[src/rtl/fetch_stage_pkg.sv]
// riscv_structures: shared fetch/decode types and constants
package riscv_structures;
  localparam logic [31:0] NOP_INSTR        = 32'h0000_0013;
  localparam logic [31:0] RESET_PC_DEFAULT = 32'h0000_0000;
  typedef struct packed {
    logic [31:0] instruction_value;
    logic [31:0] pc_value;
    logic        pc_r;
  } fe_to_de_s;
  function automatic logic [31:0] word_align(input logic [31:0] a);
    return {a[31:2], 2'b00};
  endfunction
endpackage

[src/rtl/fetch_stage_if.sv]
// fetch_stage_if: instruction memory request/response channel
interface fetch_stage_if;
  logic        imem_req_valid;
  logic        imem_req_ready;
  logic [31:0] imem_req_addr;
  logic        imem_rsp_valid;
  logic [31:0] imem_rsp_data;
  modport master(output imem_req_valid, imem_req_addr, input imem_req_ready, imem_rsp_valid, imem_rsp_data);
  modport slave(input imem_req_valid, imem_req_addr, output imem_req_ready, imem_rsp_valid, imem_rsp_data);
endinterface

[src/rtl/fetch_stage_fifo.sv]
// fetch_fifo: synchronous FIFO of {pc, instr} with flush
module fetch_fifo #(
  parameter int DEPTH = 2,
  parameter int W = 64,
  localparam int CW = $clog2(DEPTH + 1),
  localparam int PW = (DEPTH > 1) ? $clog2(DEPTH) : 1
) (
  input  logic          clk,
  input  logic          reset,
  input  logic          push,
  input  logic          pop,
  input  logic          flush,
  input  logic [W-1:0]  din,
  output logic          full,
  output logic          empty,
  output logic [CW-1:0] count,
  output logic [W-1:0]  head
);
  logic [W-1:0]  mem_q [DEPTH];
  logic [PW-1:0] rd_q, wr_q;
  logic [CW-1:0] cnt_q;
  logic          do_push, do_pop;
  function automatic logic [PW-1:0] nxt(input logic [PW-1:0] p);
    return (p == PW'(DEPTH - 1)) ? '0 : p + 1'b1;
  endfunction
  assign full    = cnt_q == CW'(DEPTH);
  assign empty   = cnt_q == '0;
  assign count   = cnt_q;
  assign head    = mem_q[rd_q];
  assign do_push = push && (!full || pop);
  assign do_pop  = pop && !empty;
  always_ff @(posedge clk or negedge reset)
    if (!reset) begin
      rd_q  <= '0;
      wr_q  <= '0;
      cnt_q <= '0;
    end else if (flush) begin
      rd_q  <= '0;
      wr_q  <= '0;
      cnt_q <= '0;
    end else begin
      if (do_push) wr_q <= nxt(wr_q);
      if (do_pop) rd_q <= nxt(rd_q);
      cnt_q <= cnt_q + CW'(do_push) - CW'(do_pop);
    end
  always_ff @(posedge clk)
    if (do_push && !flush) mem_q[wr_q] <= din;
endmodule

[src/rtl/fetch_stage.sv]
// fetch_stage: credit-limited in-order instruction fetch with redirect flush
module fetch_stage import riscv_structures::*; #(
  parameter logic [31:0] RESET_PC = RESET_PC_DEFAULT,
  parameter int DEPTH = 2
) (
  input  logic                 clk,
  input  logic                 reset,
  input  logic                 en,
  input  logic                 pc_r,
  input  logic [31:0]          pc_target,
  fetch_stage_if.master        imem,
  output fe_to_de_s            fe_to_de
);
  localparam int CW = $clog2(DEPTH + 1);
  logic [31:0]   fetch_pc_q, fetch_pc_d, resp_pc_q, resp_pc_d, tgt;
  logic [CW-1:0] out_q, out_d, drop_q, drop_d, count;
  logic          full, empty, req_valid, fire, rsp, keep, pop, bubble;
  logic [63:0]   head;
  fetch_fifo #(.DEPTH(DEPTH), .W(64)) u_fifo (
    .clk(clk), .reset(reset), .push(keep), .pop(pop), .flush(pc_r),
    .din({resp_pc_q, imem.imem_rsp_data}), .full(full), .empty(empty),
    .count(count), .head(head)
  );
  // Words still in flight at a redirect are counted into drop_q and discarded on arrival.
  always_comb begin
    tgt       = word_align(pc_target);
    rsp       = imem.imem_rsp_valid;
    req_valid = reset && !pc_r && (int'(out_q) + int'(count) < DEPTH);
    fire      = req_valid && imem.imem_req_ready;
    keep      = rsp && drop_q == '0 && !pc_r;
    pop       = en && !empty && !pc_r;
    bubble    = pc_r || empty;
    out_d     = out_q + CW'(fire) - CW'(rsp);
    drop_d    = pc_r ? out_q - CW'(rsp) : drop_q - CW'(rsp && drop_q != '0);
    fetch_pc_d = pc_r ? tgt : fetch_pc_q + (fire ? 32'd4 : 32'd0);
    resp_pc_d  = pc_r ? tgt : resp_pc_q + (keep ? 32'd4 : 32'd0);
    imem.imem_req_valid = req_valid;
    imem.imem_req_addr  = fetch_pc_q;
    fe_to_de.pc_r              = bubble;
    fe_to_de.pc_value          = bubble ? resp_pc_q : head[63:32];
    fe_to_de.instruction_value = bubble ? NOP_INSTR : head[31:0];
  end
  always_ff @(posedge clk or negedge reset)
    if (!reset) begin
      fetch_pc_q <= RESET_PC;
      resp_pc_q  <= RESET_PC;
      out_q      <= '0;
      drop_q     <= '0;
    end else begin
      fetch_pc_q <= fetch_pc_d;
      resp_pc_q  <= resp_pc_d;
      out_q      <= out_d;
      drop_q     <= drop_d;
    end
endmodule

[src/flat_wrapper.sv]
// flat-port wrapper written by rule: the top's interface ports become plain ports
module fetch_stage_flat import riscv_structures::*;
#(
  parameter logic [31:0] RESET_PC = RESET_PC_DEFAULT,
  parameter int DEPTH = 2
)
  (clk, reset, en, pc_r, pc_target, fe_to_de, imem_imem_req_valid, imem_imem_req_addr, imem_imem_req_ready, imem_imem_rsp_valid, imem_imem_rsp_data);
  fetch_stage_if imem_i ();
  input  logic clk;
  input  logic reset;
  input  logic en;
  input  logic pc_r;
  input  logic [31:0] pc_target;
  output fe_to_de_s fe_to_de;
  output wire logic [$bits(imem_i.imem_req_valid)-1:0] imem_imem_req_valid;
  output wire logic [$bits(imem_i.imem_req_addr)-1:0] imem_imem_req_addr;
  input wire logic [$bits(imem_i.imem_req_ready)-1:0] imem_imem_req_ready;
  input wire logic [$bits(imem_i.imem_rsp_valid)-1:0] imem_imem_rsp_valid;
  input wire logic [$bits(imem_i.imem_rsp_data)-1:0] imem_imem_rsp_data;
  assign imem_imem_req_valid = imem_i.imem_req_valid;
  assign imem_imem_req_addr = imem_i.imem_req_addr;
  assign imem_i.imem_req_ready = imem_imem_req_ready;
  assign imem_i.imem_rsp_valid = imem_imem_rsp_valid;
  assign imem_i.imem_rsp_data = imem_imem_rsp_data;
  fetch_stage #(.RESET_PC(RESET_PC), .DEPTH(DEPTH)) u_core (.clk(clk), .reset(reset), .en(en), .pc_r(pc_r), .pc_target(pc_target), .imem(imem_i), .fe_to_de(fe_to_de));
endmodule
[config.mk]
export PLATFORM = sky130hd
export DESIGN_NAME = fetch_stage_flat
export DESIGN_NICKNAME = d
export VERILOG_FILES = /design/src/rtl/fetch_stage_pkg.sv /design/src/rtl/fetch_stage_if.sv /design/src/rtl/fetch_stage_fifo.sv /design/src/rtl/fetch_stage.sv /design/src/flat_wrapper.sv
export SDC_FILE = /design/constraint.sdc
export NUM_CORES = 1
export LEC_CHECK = 0
export CAP_MARGIN = 20
export CORE_ASPECT_RATIO = 0.7
export CORE_MARGIN = 1
export CORE_UTILIZATION = 45
export CTS_BUF_LIST = sky130_fd_sc_hd__clkbuf_8 sky130_fd_sc_hd__clkbuf_16
export DETAILED_ROUTE_END_ITERATION = 8
export PLACE_DENSITY = 0.71
export SYNTH_ARGS = -nofsm -noshare
export SYNTH_HDL_FRONTEND = slang
export SYNTH_SLANG_ARGS = --single-unit
export TNS_END_PERCENT = 50
[constraint.sdc]
create_clock -name clk -period 5.4 [get_ports clk]
set_input_delay 1.35 -clock clk [delete_from_list [all_inputs] [get_ports clk]]
set_output_delay 1.35 -clock clk [all_outputs]
set_load 0.05 [all_outputs]
### After elaboration in Yosys (flattened, before gate mapping)

Memories as Yosys holds them, arrays and structs flattened.
Index checks and enable logic that the tools add are counted.

| storage, ports and cells | value |
|---|---|
| register bits | 72 |
| latch bits | 0 |
| bits in writable memories | 128 |
| bits in read-only memories | 0 |
| input port bits | 70 |
| output and inout bits | 98 |
| word-level logic and storage cells | 58 |
| memories kept | 1 |

| operators by class | value |
|---|---|
| add/subtract/negate cells | 11 |
| multiply operators | 0 |
| divide/modulo/power cells | 0 |
| $lt $le $gt $ge | 1 |
| eq/ne operators | 1 |
| shift operators | 0 |
| mux-type cells | 16 |
| bitwise operators | 0 |
| reduce and logical (&&, ||, !) cells | 21 |

Memories:

| name | depth | bits a word | rd ports | clocked after memory_dff | wr ports | line | text |
|---|---|---|---|---|---|---|---|
| u_core.u_fifo.mem_q | 2 | 64 | 1 | 0 | 1 | fetch_stage_fifo.sv:19 | `logic [W-1:0] mem_q [DEPTH];` |

Operators by type and width:

| kind | count |
|---|---|
| $mux W32 | 4 |
| $add A32 B32 Y32 | 2 |
| $lt A32 B3 Y1 const B | 1 |
| $logic_and A1 B1 Y1 | 11 |
| $mux W1 | 8 |
| $sub A2 B1 Y2 | 4 |
| $mux W3 | 2 |
| $reduce_bool A2 Y1 | 3 |
| $add A2 B1 Y2 | 2 |
| $logic_not A2 Y1 | 2 |
| $mux W2 | 2 |
| $add A2 B2 Y3 | 1 |
| $logic_not A1 Y1 | 3 |
| $add A1 B1 Y1 const B | 2 |
| $eq A2 B2 Y1 const B | 1 |
| $logic_or A1 B1 Y1 | 2 |

### Depth between registers and ports, before layout

| logic depth | value |
|---|---|
| word-level depth | 9 |
| mapped depth | 10 |
| gate-level depth less buffers | 9 |

### By module

From an unflattened synthesis, not the netlist that was laid out.

| unflattened totals | value |
|---|---|
| cells, all modules | 704 |
| area total of the unflattened synthesis | 9520.4 µm² |

Modules (own cells, without submodules):

| module | times used | cells each | area an instance (µm²) | seq. area each (µm²) |
|---|---|---|---|---|
| fetch_fifo | 1 | 222 | 5071.1 | 3943.8 |
| fetch_stage | 1 | 482 | 4449.3 | 1601.5 |

### Worst setup path before layout

OpenSTA, ideal clock, no wires.

| timing path | value |
|---|---|
| kind | input-to-reg |
| start point | input port pc_r |
| end point | register u_core.fetch_pc_q[18] (netlist: u_core.imem.imem_req_addr[18]) |
| setup time | 0.082 ns |
| arrival | 5.401 ns |
| required time | 5.318 ns |
| path slack | -0.082 ns |
| stages | 10 |
| path buffers | 3 |
| path through | clkbuf_1 > clkbuf_1 > nor4b_1 > and2_1 > ha_1 > nand4_4 > or4_4 > buf_6 > or3_1 > a31oi_1 |

| between the ends | value |
|---|---|
| word-level cells in the longest chain between the ends | 7 |

RTL lines:

| item | line | text |
|---|---|---|
| start, declared | flat_wrapper.sv:12 | `input logic pc_r;` |
| $logic_not A1 Y1 | fetch_stage.sv:28 | `req_valid = reset && !pc_r && (int'(out_q) + int'(count) < DEPTH);` |
| $logic_and A1 B1 Y1 (2 in series) | fetch_stage.sv:28 |  |
| via imem_imem_req_valid | flat_wrapper.sv:15 | `output wire logic [$bits(imem_i.imem_req_valid)-1:0] imem_imem_req_valid;` |
| $logic_and A1 B1 Y1 | fetch_stage.sv:29 | `fire = req_valid && imem.imem_req_ready;` |
| $mux W3 | fetch_stage.sv:35 | `fetch_pc_d = pc_r ? tgt : fetch_pc_q + (fire ? 32'd4 : 32'd0);` |
| $add A32 B32 Y32 | fetch_stage.sv:35 |  |
| $mux W32 | fetch_stage.sv:35 |  |
| via u_core.fetch_pc_d[18] | fetch_stage.sv:15 | `logic [31:0] fetch_pc_q, fetch_pc_d, resp_pc_q, resp_pc_d, tgt;` |
| end signal, assigned | fetch_stage.sv:50 | `fetch_pc_q <= fetch_pc_d;` |
| end, declared | fetch_stage.sv:15 |  |

The timed path passes the listed nets, and every way through them passes these cells.
A chain may end at the register's enable or synchronous reset.

==> impl_metrics.toml <==
[outcome]
status = "finished, final reports clean"

[yosys]
ys_warn_count = 0
synth_top_area_cell = "edfxtp_1"
synthFlopType = "edfxtp_1"
synth-edff-count = 124
synth_common_cells = "124 x edfxtp_1, 68 x dfrtp_1, 64 x mux2i_1"
ys_seq_area_frac = 0.615
syn_area_mm2 = 0.00882
synth_most_common_cell = "edfxtp_1"
synth.distinct_cells = 48
synthArstFlopShare = 0.354
synth_cells = 723
postSynthAreaPerCell_um2 = 12.2
synthTopCellsByArea = "edfxtp_1 42%, dfrtp_1 19%, mux2i_1 7.3%"
ys_ff_latch = 192
yosys.area.top_type_share = 0.422

[route]
drc = 0
vias_per_cell = 5.43
vias = 6222
dr.pass1.iters = 5
drt_iter0_markers = 462
wl_per_cell_um = 17.8
routed_wl_mm = 20.4
ant_nets = 0

[global_routing]
antenna_found_initial = 0
grt_pass1_vias = 5845
grt-ovfl-total = 0
track_usage = 0.211
grt_first_pass_wirelength_mm = 32.4
grt_max_degree = 67

[sta]
fin_skew_ns = 0.0112
rsz0062_at_grt = "false"
maxSlewHeadroom = 0.303
fmax_mhz = 219
worst_hold_slack_ns = 0.536
tns_ns = 0
slew_violations = 0
finalSetupViolations = 0
worst_pin_slew_ns = 1.04
fin_crit_sh = 0.846
finalHoldViolations = 0
period_needed_ns = 4.57

[min_path]
hold_end = "u_core.u_fifo.mem_q[0][34]$_DFFE_PP_"
min-delay-start = "u_core.resp_pc_q[2]$_DFF_PN0_"
whs_path_depth = 0
hp-class = "reg2reg"

[setup_path]
reg2reg_slack_ns = 1.97
required_ns = 4.05
reg2reg_from = "u_core.u_fifo.count[0]$_DFF_PN0_"
r2r_cells = 9
worstSetupStartpoint = "pc_r"
crit_type = "in2out"
critPathTopFamily = "buffers and inverters"
crit_path_end_kind = "output pin"
cp_slowest_stage_delay_ns = 0.64
crit_fanout = 57
regToRegEndpoint = "u_core.imem.imem_req_addr[24]$_DFF_PN0_"
cpMaxStageDelayCell = "o21ai_0"
crit_arrival_ns = 3.22
crit_chain = "buf_2 -> nor2_1 -> inv_2 -> o21ai_0 -> buf_12"
critPathBufInv = 3
start_kind = "primary input"

[cells_and_area]
area_delta_synth_final_pct = 30.6
layout.nets = 949
fill_cells = 1552
final_layout_size_suffix_gt1_frac = 0.146
final_area_mm2 = 0.0115
diodes = 0

[power]
p_leak_uw = 0.00420
ir_drop_uv = 232
p_per_area_mw_per_mm2 = 389
power_uw = 4480

[placed_design]
finalWeightedCongestion = 0.818
portBuffers = 161
place_area_mm2 = 0.0109
hpwl_mm = 13.6

[floorplanning]
rows = 42
dieWidth_um = 169
die-area_mm2 = 0.0202
ios = 168
core-area_mm2 = 0.0190
initial_utilization = 0.463
die-height_um = 119

[clock_tree]
clockRootBuffer = "clkbuf_16"
clk_latency_ns = 0.44
cts_tree = "yes"
clock_path_buffers = 2
post_cts_buffers = 0
holdBufCountCts = 0
cts_sinks = 192
numCtsBuffers = 17
cts.repair.resized = 0
cts.htree.levels = 4
cts.clk_slew.worst_paths_ns = 0.08

[run]
cap_violations = 0
how the worst max path moves through the flow:
stage	to	slack, ns	cells past startpoint
finish	fe_to_de[22]	0.83	5
global route	fe_to_de[6]	0.67	6
CTS	fe_to_de[22]	0.84	5
detailed placement	fe_to_de[22]	0.82	5
global placement	fe_to_de[22]	0.84	5
floorplan	u_core.u_fifo.mem_q[0][0]$_DFFE_PP_	0.21	4
flip-flops by register name, indices dropped and copies added (netlist names):
signal	cells
u_core.u_fifo.count	2
u_core.resp_pc_q	30
u_core.u_fifo.wr_q	1
u_core.out_q	2
u_core.drop_q	2
u_core.u_fifo.rd_q	1
u_core.imem.imem_req_addr	30
u_core.u_fifo.mem_q	124
layout by cell type (no fill, tap or decap), types with 5 or more instances in the layout:
cell	count
edfxtp_1	124
clkdlybuf4s50_1	99
dfrtp_1	67
mux2i_1	64
nor2_1	60
nand2_1	49
o21ai_0	44
buf_4	36
buf_12	33
nor4_1	21
nor3_1	21
nand3_1	19
inv_1	17
clkbuf_16	17
a211oi_1	15
and4_1	15
xnor2_1	14
nand4_1	14
mux2_2	14
a31oi_1	12
xor2_1	11
nor2b_1	10
ha_1	9
a311oi_1	8
a21oi_1	8
and2_1	7
and3_1	7
inv_6	6
o31ai_1	5
o311a_1	5
or3_1	5
or4_1	5
inv_8	5
through the flow:
stage	instances	setup WS, ns	utilization
6_report	1146	0.833	0.605
5_1_grt	1146	0.666	0.605
4_1_cts	1145	0.836	0.604
3_5_place_dp	1113	0.823	0.573
3_3_place_gp	1113	0.837	0.573
2_1_floorplan	726	0.207	-
where the power goes:
group / leakage, µW / switching, µW / internal (µW)
Combinational: 0.00200 / 787 / 540
Sequential: 0.00191 / 151 / 1720
Clock: 0.000295 / 619 / 669
cell type report:
cell class / instances / area, µm² / share of cell area
Sequential cell: 192 / 5430 / 0.471
Clock inverter: 15 / 179 / 0.0155
Clock buffer: 17 / 425 / 0.0369
Multi-Input combinational cell: 469 / 3150 / 0.274
Timing Repair Buffer: 170 / 1930 / 0.168
Inverter: 19 / 71.3 / 0.00619
Tap cell: 264 / 330 / 0.0287
kinds of logic (layout without fill, tap and decap cells):
kind of cell | Yosys count | after routing | share of synthesized area
other | 1 | 4 | 0.000425
muxes | 78 | 78 | 0.0905
AOI/OAI and AO/OA | 105 | 105 | 0.0761
buffers and inverters | 65 | 221 | 0.0309
and+or+nand+nor | 247 | 247 | 0.147
xor gates and xnor gates | 25 | 25 | 0.0248
DFF | 192 | 192 | 0.615
adders and majority gates | 10 | 10 | 0.0150
routing by layer:
layer / vias up / wire length (µm) / GRT usage
met4: 0 / 99 / 0.0479
met1: 3023 / 10500 / 0.337
met5: - / 0 / 0
met3: 11 / 1200 / 0.0555
met2: 199 / 8550 / 0.282
li1: 2989 / - / -
Note: power is estimated with default switching activity, not from simulation.
==> RTL change 1 (config.mk and constraints unchanged) <==
`DEPTH` is set to 2 in 3 places; all go to 4.
--- a/src/rtl/fetch_stage_fifo.sv
+++ b/src/rtl/fetch_stage_fifo.sv
@@ -1,5 +1,5 @@
 // fetch_fifo: synchronous FIFO of {pc, instr} with flush
 module fetch_fifo #(
-  parameter int DEPTH = 2,
+  parameter int DEPTH = 4,
   parameter int W = 64,
   localparam int CW = $clog2(DEPTH + 1),
--- a/src/rtl/fetch_stage.sv
+++ b/src/rtl/fetch_stage.sv
@@ -2,5 +2,5 @@
 module fetch_stage import riscv_structures::*; #(
   parameter logic [31:0] RESET_PC = RESET_PC_DEFAULT,
-  parameter int DEPTH = 2
+  parameter int DEPTH = 4
 ) (
   input  logic                 clk,
--- a/src/flat_wrapper.sv
+++ b/src/flat_wrapper.sv
@@ -3,5 +3,5 @@
 #(
   parameter logic [31:0] RESET_PC = RESET_PC_DEFAULT,
-  parameter int DEPTH = 2
+  parameter int DEPTH = 4
 )
   (clk, reset, en, pc_r, pc_target, fe_to_de, imem_imem_req_valid, imem_imem_req_addr, imem_imem_req_ready, imem_imem_rsp_valid, imem_imem_rsp_data);
Formal check against the unedited RTL: not equivalent (Yosys sat finds a counterexample within 4 cycles, from zero or initial values and one cycle with reset low).
==> RTL change 1 against the unedited design <==
  * Sequential cell count grew 129
  * Sequential power up 57%
  * Global-route usage fell by 1.9 points
  * Final area increased by 46%
  * Power up 51%
  * Synthesized area rose by 57%
  * First-iteration DRC count is 26% higher
  * Final cell count increased by 27%
  * Critical path depth fell by 1
  * Worst setup slack improved by 0.11 ns
  * Register-to-register slack lost 0.47 ns
  * Routed wire length up 45%
  * Largest cell class unchanged
  * Largest power group unchanged
  * Highest routed layer unchanged
==> RTL change 1: results (changes against the unedited design) <==
status: completed
Clock Skews: 0.00810 ns (-0.00310 ns)
pre-CTS setup slack: 0.698 ns (-0.124 ns)
first-iteration detailed-routing DRC count: 584 (+26%)
largest net degree at the start of global routing: 74 (+10%)
VDD IR max: 0.443 mV (+91%)
Via density: 5.58 (+2.8%)
GRT Total Usage: 0.192 (-0.0189)
multi-input gate share of total cell area: 0.254 (-0.0199)
fin nets: 1106 (+17%)
Hold Path Origin: u_core.resp_pc_q[3]$_DFF_PN0_
Clock buf/inv share: 0.0577 (+0.00526)
routed len/inst: 20.4 um (+15%)
Crit-path slowest cell: dfrtp_2
CTS Buf Count: 30 (+13)
GRT met3 Usage: 0.0431 (-0.0124)
clock-pin slew on the worst setup and hold paths: 0.06 ns (-0.02 ns)
clk_lat worst skew: 0.56 ns (+0.12 ns)
leakage power: 0.00565 uW (+34%)
slew of the pin with the lowest slew margin: 0.964 ns (-0.0709 ns)
metal3 WL: 1880 um (+57%)
die area: 31500 sq um (+56%)
synth unique cells: 51 (+6.3%)
Post-synth top cells: edfxtp_1 (248), dfrtp_1 (73), mux4_2 (62), mux2_2 (41), nor2_1 (38)
RR Endpoint: u_core.imem.imem_req_addr[29]$_DFF_PN0_
Detail Placement HPWL: 19200 um (+41%)
first-pass GRT wire length: 46400 um (+43%)
clock buffers: 32 (+15)
Non-Filler Instances: 1451 (+27%)
fraction of area in registers: 0.551 (+0.0796)
worst hold slack: 0.578 ns (+0.0418 ns)
largest cells by area after synthesis: edfxtp_1 (54%), dfrtp_1 (13%), mux4_2 (10%), mux2_2 (3.3%), ha_1 (1.7%)
#MultiIn Comb: 464 (-1.1%)
grt met1 use: 0.293 (-0.0438)
Seq cells: 321 (+67%)
CP max stage delay: 0.94 ns (+0.30 ns)
crit path max fanout: 34 (-40%)
CP Data Arrival Time: 3.11 ns (-0.11 ns)
WL met1: 14000 um (+32%)
==> RTL change 1: cell count changes in the layout (fill, tap and decap cells not counted), sizes merged, moves of 15 or more <==
cell / before / now
edfxtp: 124 / 248
mux4: 0 / 62
mux2i: 64 / 4
clkdlybuf4s50: 99 / 131
o21ai: 44 / 12
and2: 7 / 37
mux2: 14 / 41
buf: 71 / 45
nor2: 62 / 38
nand2: 49 / 28
clkbuf: 17 / 32
o31ai: 5 / 20
==> RTL change 1: cells by family (layout without fill, tap and decap cells) <==
group                      Yosys count  count (layout)  synth area share
adders and majority gates           21              21            0.0201
AOI/OAI and AO/OA                   86              86            0.0415
and+or+nand+nor                    221             221            0.0918
DFF                                321             321             0.670
xor gates and xnor gates            25              25            0.0158
muxes                              107             107             0.137
other                                1               4          0.000271
buffers and inverters               70             254            0.0233
==> RTL change 1: worst max path at each step <==
stage | start | end | slack, ns | cells past startpoint
CTS | u_core.u_fifo.rd_q[1]$_DFFE_PN0P_ | fe_to_de[35] | 0.88 | 4
floorplan | pc_r | u_core.imem.imem_req_addr[29]$_DFF_PN0_ | 0.21 | 10
global route | u_core.u_fifo.rd_q[1]$_DFFE_PN0P_ | fe_to_de[36] | 0.81 | 4
detailed placement | pc_r | u_core.imem.imem_req_addr[29]$_DFF_PN0_ | 0.70 | 9
finish | u_core.u_fifo.rd_q[1]$_DFFE_PN0P_ | fe_to_de[35] | 0.94 | 4
global placement | pc_r | u_core.imem.imem_req_addr[31]$_DFF_PN0_ | 0.84 | 9
==> RTL change 1: power groups by stage <==
stage                     registers (uW)  logic [uW]  clock network [uW]
final                               2940        1760                2080
after global routing                2960        1870                2240
after CTS                           2940        1780                2130
after detailed placement            2990        1770                   0
after global placement              2980        1760                   0
after floorplan                     3010        1160                   0
==> RTL change 2 (config.mk and constraints unchanged) <==
Made on the original files. Add an input register stage for `pc_target`, cleared by the reset; this delays it by one clock. The other inputs are not delayed to match.
--- a/src/rtl/fetch_stage.sv
+++ b/src/rtl/fetch_stage.sv
@@ -13,4 +13,15 @@
 );
   localparam int CW = $clog2(DEPTH + 1);
+
+  logic [31:0] pc_target_q;
+
+  always_ff @(posedge clk or negedge reset) begin
+    if (!reset) begin
+      pc_target_q <= '0;
+    end else begin
+      pc_target_q <= pc_target;
+    end
+  end
+
   logic [31:0]   fetch_pc_q, fetch_pc_d, resp_pc_q, resp_pc_d, tgt;
   logic [CW-1:0] out_q, out_d, drop_q, drop_d, count;
@@ -24,5 +35,5 @@
   // Words still in flight at a redirect are counted into drop_q and discarded on arrival.
   always_comb begin
-    tgt       = word_align(pc_target);
+    tgt       = word_align(pc_target_q);
     rsp       = imem.imem_rsp_valid;
     req_valid = reset && !pc_r && (int'(out_q) + int'(count) < DEPTH);
Formal check against the unedited RTL: not equivalent (a bounded check fails within 4 cycles, from zero or initial values and one cycle with reset low).
==> RTL change 2 against the unedited design <==
  * Final cell count increased by 4.4%
  * Hold slack worse by 0.028 ns
  * Routed wire length rose by 5.6%
  * Synthesized cell count up 4.1%
  * Non-clock buffer count up 1
  * Global-route usage fell by 1.1 points
  * Die area grew 8.4%
  * Power is 13% higher
  * Worst setup slack gained 0.16 ns
  * Synthesized area increased by 8.5%
  * Count of clock-buffer cells in the layout is 7 higher
  * Sequential cell count is 30 higher
  * Final area up 8.0%
  * Utilization fell by 0.78 points
  * Critical endpoint is now fe_to_de[8]
  * Largest power group unchanged
==> RTL change 2: results (changes against the unedited design) <==
status: completed
post-synthesis sequential area ratio: 0.646 (+0.0302)
Largest Register: u_core.u_fifo.mem_q
largest net degree at the start of global routing: 64 (-4.5%)
final hold violations: 0 (unchanged)
clk_lat worst skew: 0.51 ns (+0.07 ns)
area share of the largest cell type after synthesis: 0.389 (-0.0331)
CTS Buffer Depth: 3 (+1)
crit path max fanout: 52 (-8.8%)
fin nets: 986 (+3.9%)
relative slew slack: 0.378 (+0.0746)
internal power: 3470 uW (+19%)
GRT met3 Usage: 0.0498 (-0.00574)
Mapped Cells: 753 (+4.1%)
HP Class: flip-flop to flip-flop
CTS root buf: clkbuf_16
initial antenna violation count: 1 (+1)
Via density: 5.47 (+0.81%)
gpl congestion: 0.825 (+0.92%)
CP Data Arrival Time: 3.06 ns (-0.16 ns)
met2 Use GR: 0.280 (-0.00137)
Routed WL: 21500 um (+5.6%)
CTS Buf Count: 23 (+6)
clock-pin slew on the worst setup and hold paths: 0.06 ns (-0.02 ns)
first-pass GRT wire length: 33900 um (+4.8%)
H-Tree Depth: 1 (-3)
layout cells sized above 1: 0.143 (-0.00278)
vias in the first global route: 6220 (+6.4%)
VDD IR max: 0.210 mV (-9.5%)
Pre-antenna DRT Iters: 7 (+2)
Placed Cells: 1156 (+3.9%)
Non-Filler Instances: 1196 (+4.4%)
Clock Skews: 0.0128 ns (+0.00156 ns)
Post-synth top cells: edfxtp_1 (124), dfrtp_1 (98), mux2i_1 (64), nor2_1 (62), nand2_1 (49)
grt met1 use: 0.309 (-0.0281)
placed cell areas: 11700 sq um (+7.1%)
largest cells by area after synthesis: edfxtp_1 (39%), dfrtp_1 (26%), mux2i_1 (6.7%), nor2_1 (2.4%), o21ai_0 (2.3%)
asr flop ratio synth: 0.441 (+0.0873)
GRT Total Usage: 0.200 (-0.0112)
pre-CTS setup slack: 0.927 ns (+0.104 ns)
Detail Placement HPWL: 14000 um (+2.7%)
number of flip-flops in the largest register: 124 (unchanged)
leakage power: 0.00465 uW (+11%)
first-iteration detailed-routing DRC count: 470 (+1.7%)
==> RTL change 2: routing by layer <==
layer | vias up | wire length (um)
li1 | 3096 | -
met1 | 3181 | 10800
met2 | 241 | 8670
met3 | 26 | 1720
met4 | 2 | 378
met5 | - | 13
==> RTL change 2: final timing paths <==
path | from | endpoint | cells past startpoint | slack, ns
worst max register to register | u_core.u_fifo.count[0]$_DFF_PN0_ | u_core.imem.imem_req_addr[22]$_DFF_PN0_ | 9 | 1.91
worst max-delay path | pc_r | fe_to_de[8] | 6 | 0.99
min in group asynchronous | reset | u_core.imem.imem_req_addr[27]$_DFF_PN0_ | 2 | 0.99
max in group asynchronous | reset | u_core.u_fifo.rd_q$_DFFE_PN0P_ | 3 | 3.23
worst min register to register | u_core.pc_target_q[8]$_DFF_PN0_ | u_core.imem.imem_req_addr[8]$_DFF_PN0_ | 1 | 0.51
worst min-delay path | u_core.pc_target_q[8]$_DFF_PN0_ | u_core.imem.imem_req_addr[8]$_DFF_PN0_ | 1 | 0.51
==> RTL change 2: cell families (layout without fill, tap and decap cells) <==
group | after synthesis | in the layout | share of synthesized area
AO/OA/AOI/OAI | 105 | 105 | 0.0701
XOR/XNOR | 25 | 25 | 0.0229
adder cells (fa/ha/maj) | 10 | 10 | 0.0139
buffers and inverters | 65 | 229 | 0.0285
flip-flops | 222 | 222 | 0.646
multiplexers | 78 | 78 | 0.0834
other | 1 | 4 | 0.000392
AND/OR/NAND/NOR | 247 | 247 | 0.135
==> RTL change 2: worst max-delay path, stage by stage <==
cell and delay (ns):
buf_2 0.12, nor2_1 0.32, inv_2 0.40, buf_12 0.31
o21ai_0 0.35, buf_12 0.19
==> RTL change 2: layout make-up <==
type	instances	area, sq um
Fill cell	1685	8370
Sequential cell	222	6180
Multi-Input combinational cell	469	3150
Timing Repair Buffer	171	1930
Clock buffer	24	589
Tap cell	276	345
Clock inverter	15	174
Inverter	19	71.3
==> RTL change 2: power by group through the flow <==
stage          clock network [uW]  registers [uW]  logic (uW)
2_1_floorplan                   0            2150         750
3_3_place_gp                    0            2130        1330
3_5_place_dp                    0            2140        1340
4_1_cts                      1640            2110        1350
5_1_grt                      1710            2130        1420
6_report                     1610            2110        1330
==> RTL change 2: per-stage QoR <==
stage / total power [uW] / hold slack [ns]
2_1_floorplan: 2900 / 0.440
3_3_place_gp: 3460 / 0.493
3_5_place_dp: 3480 / 0.502
4_1_cts: 5100 / 0.512
5_1_grt: 5260 / 0.535
6_report: 5050 / 0.508
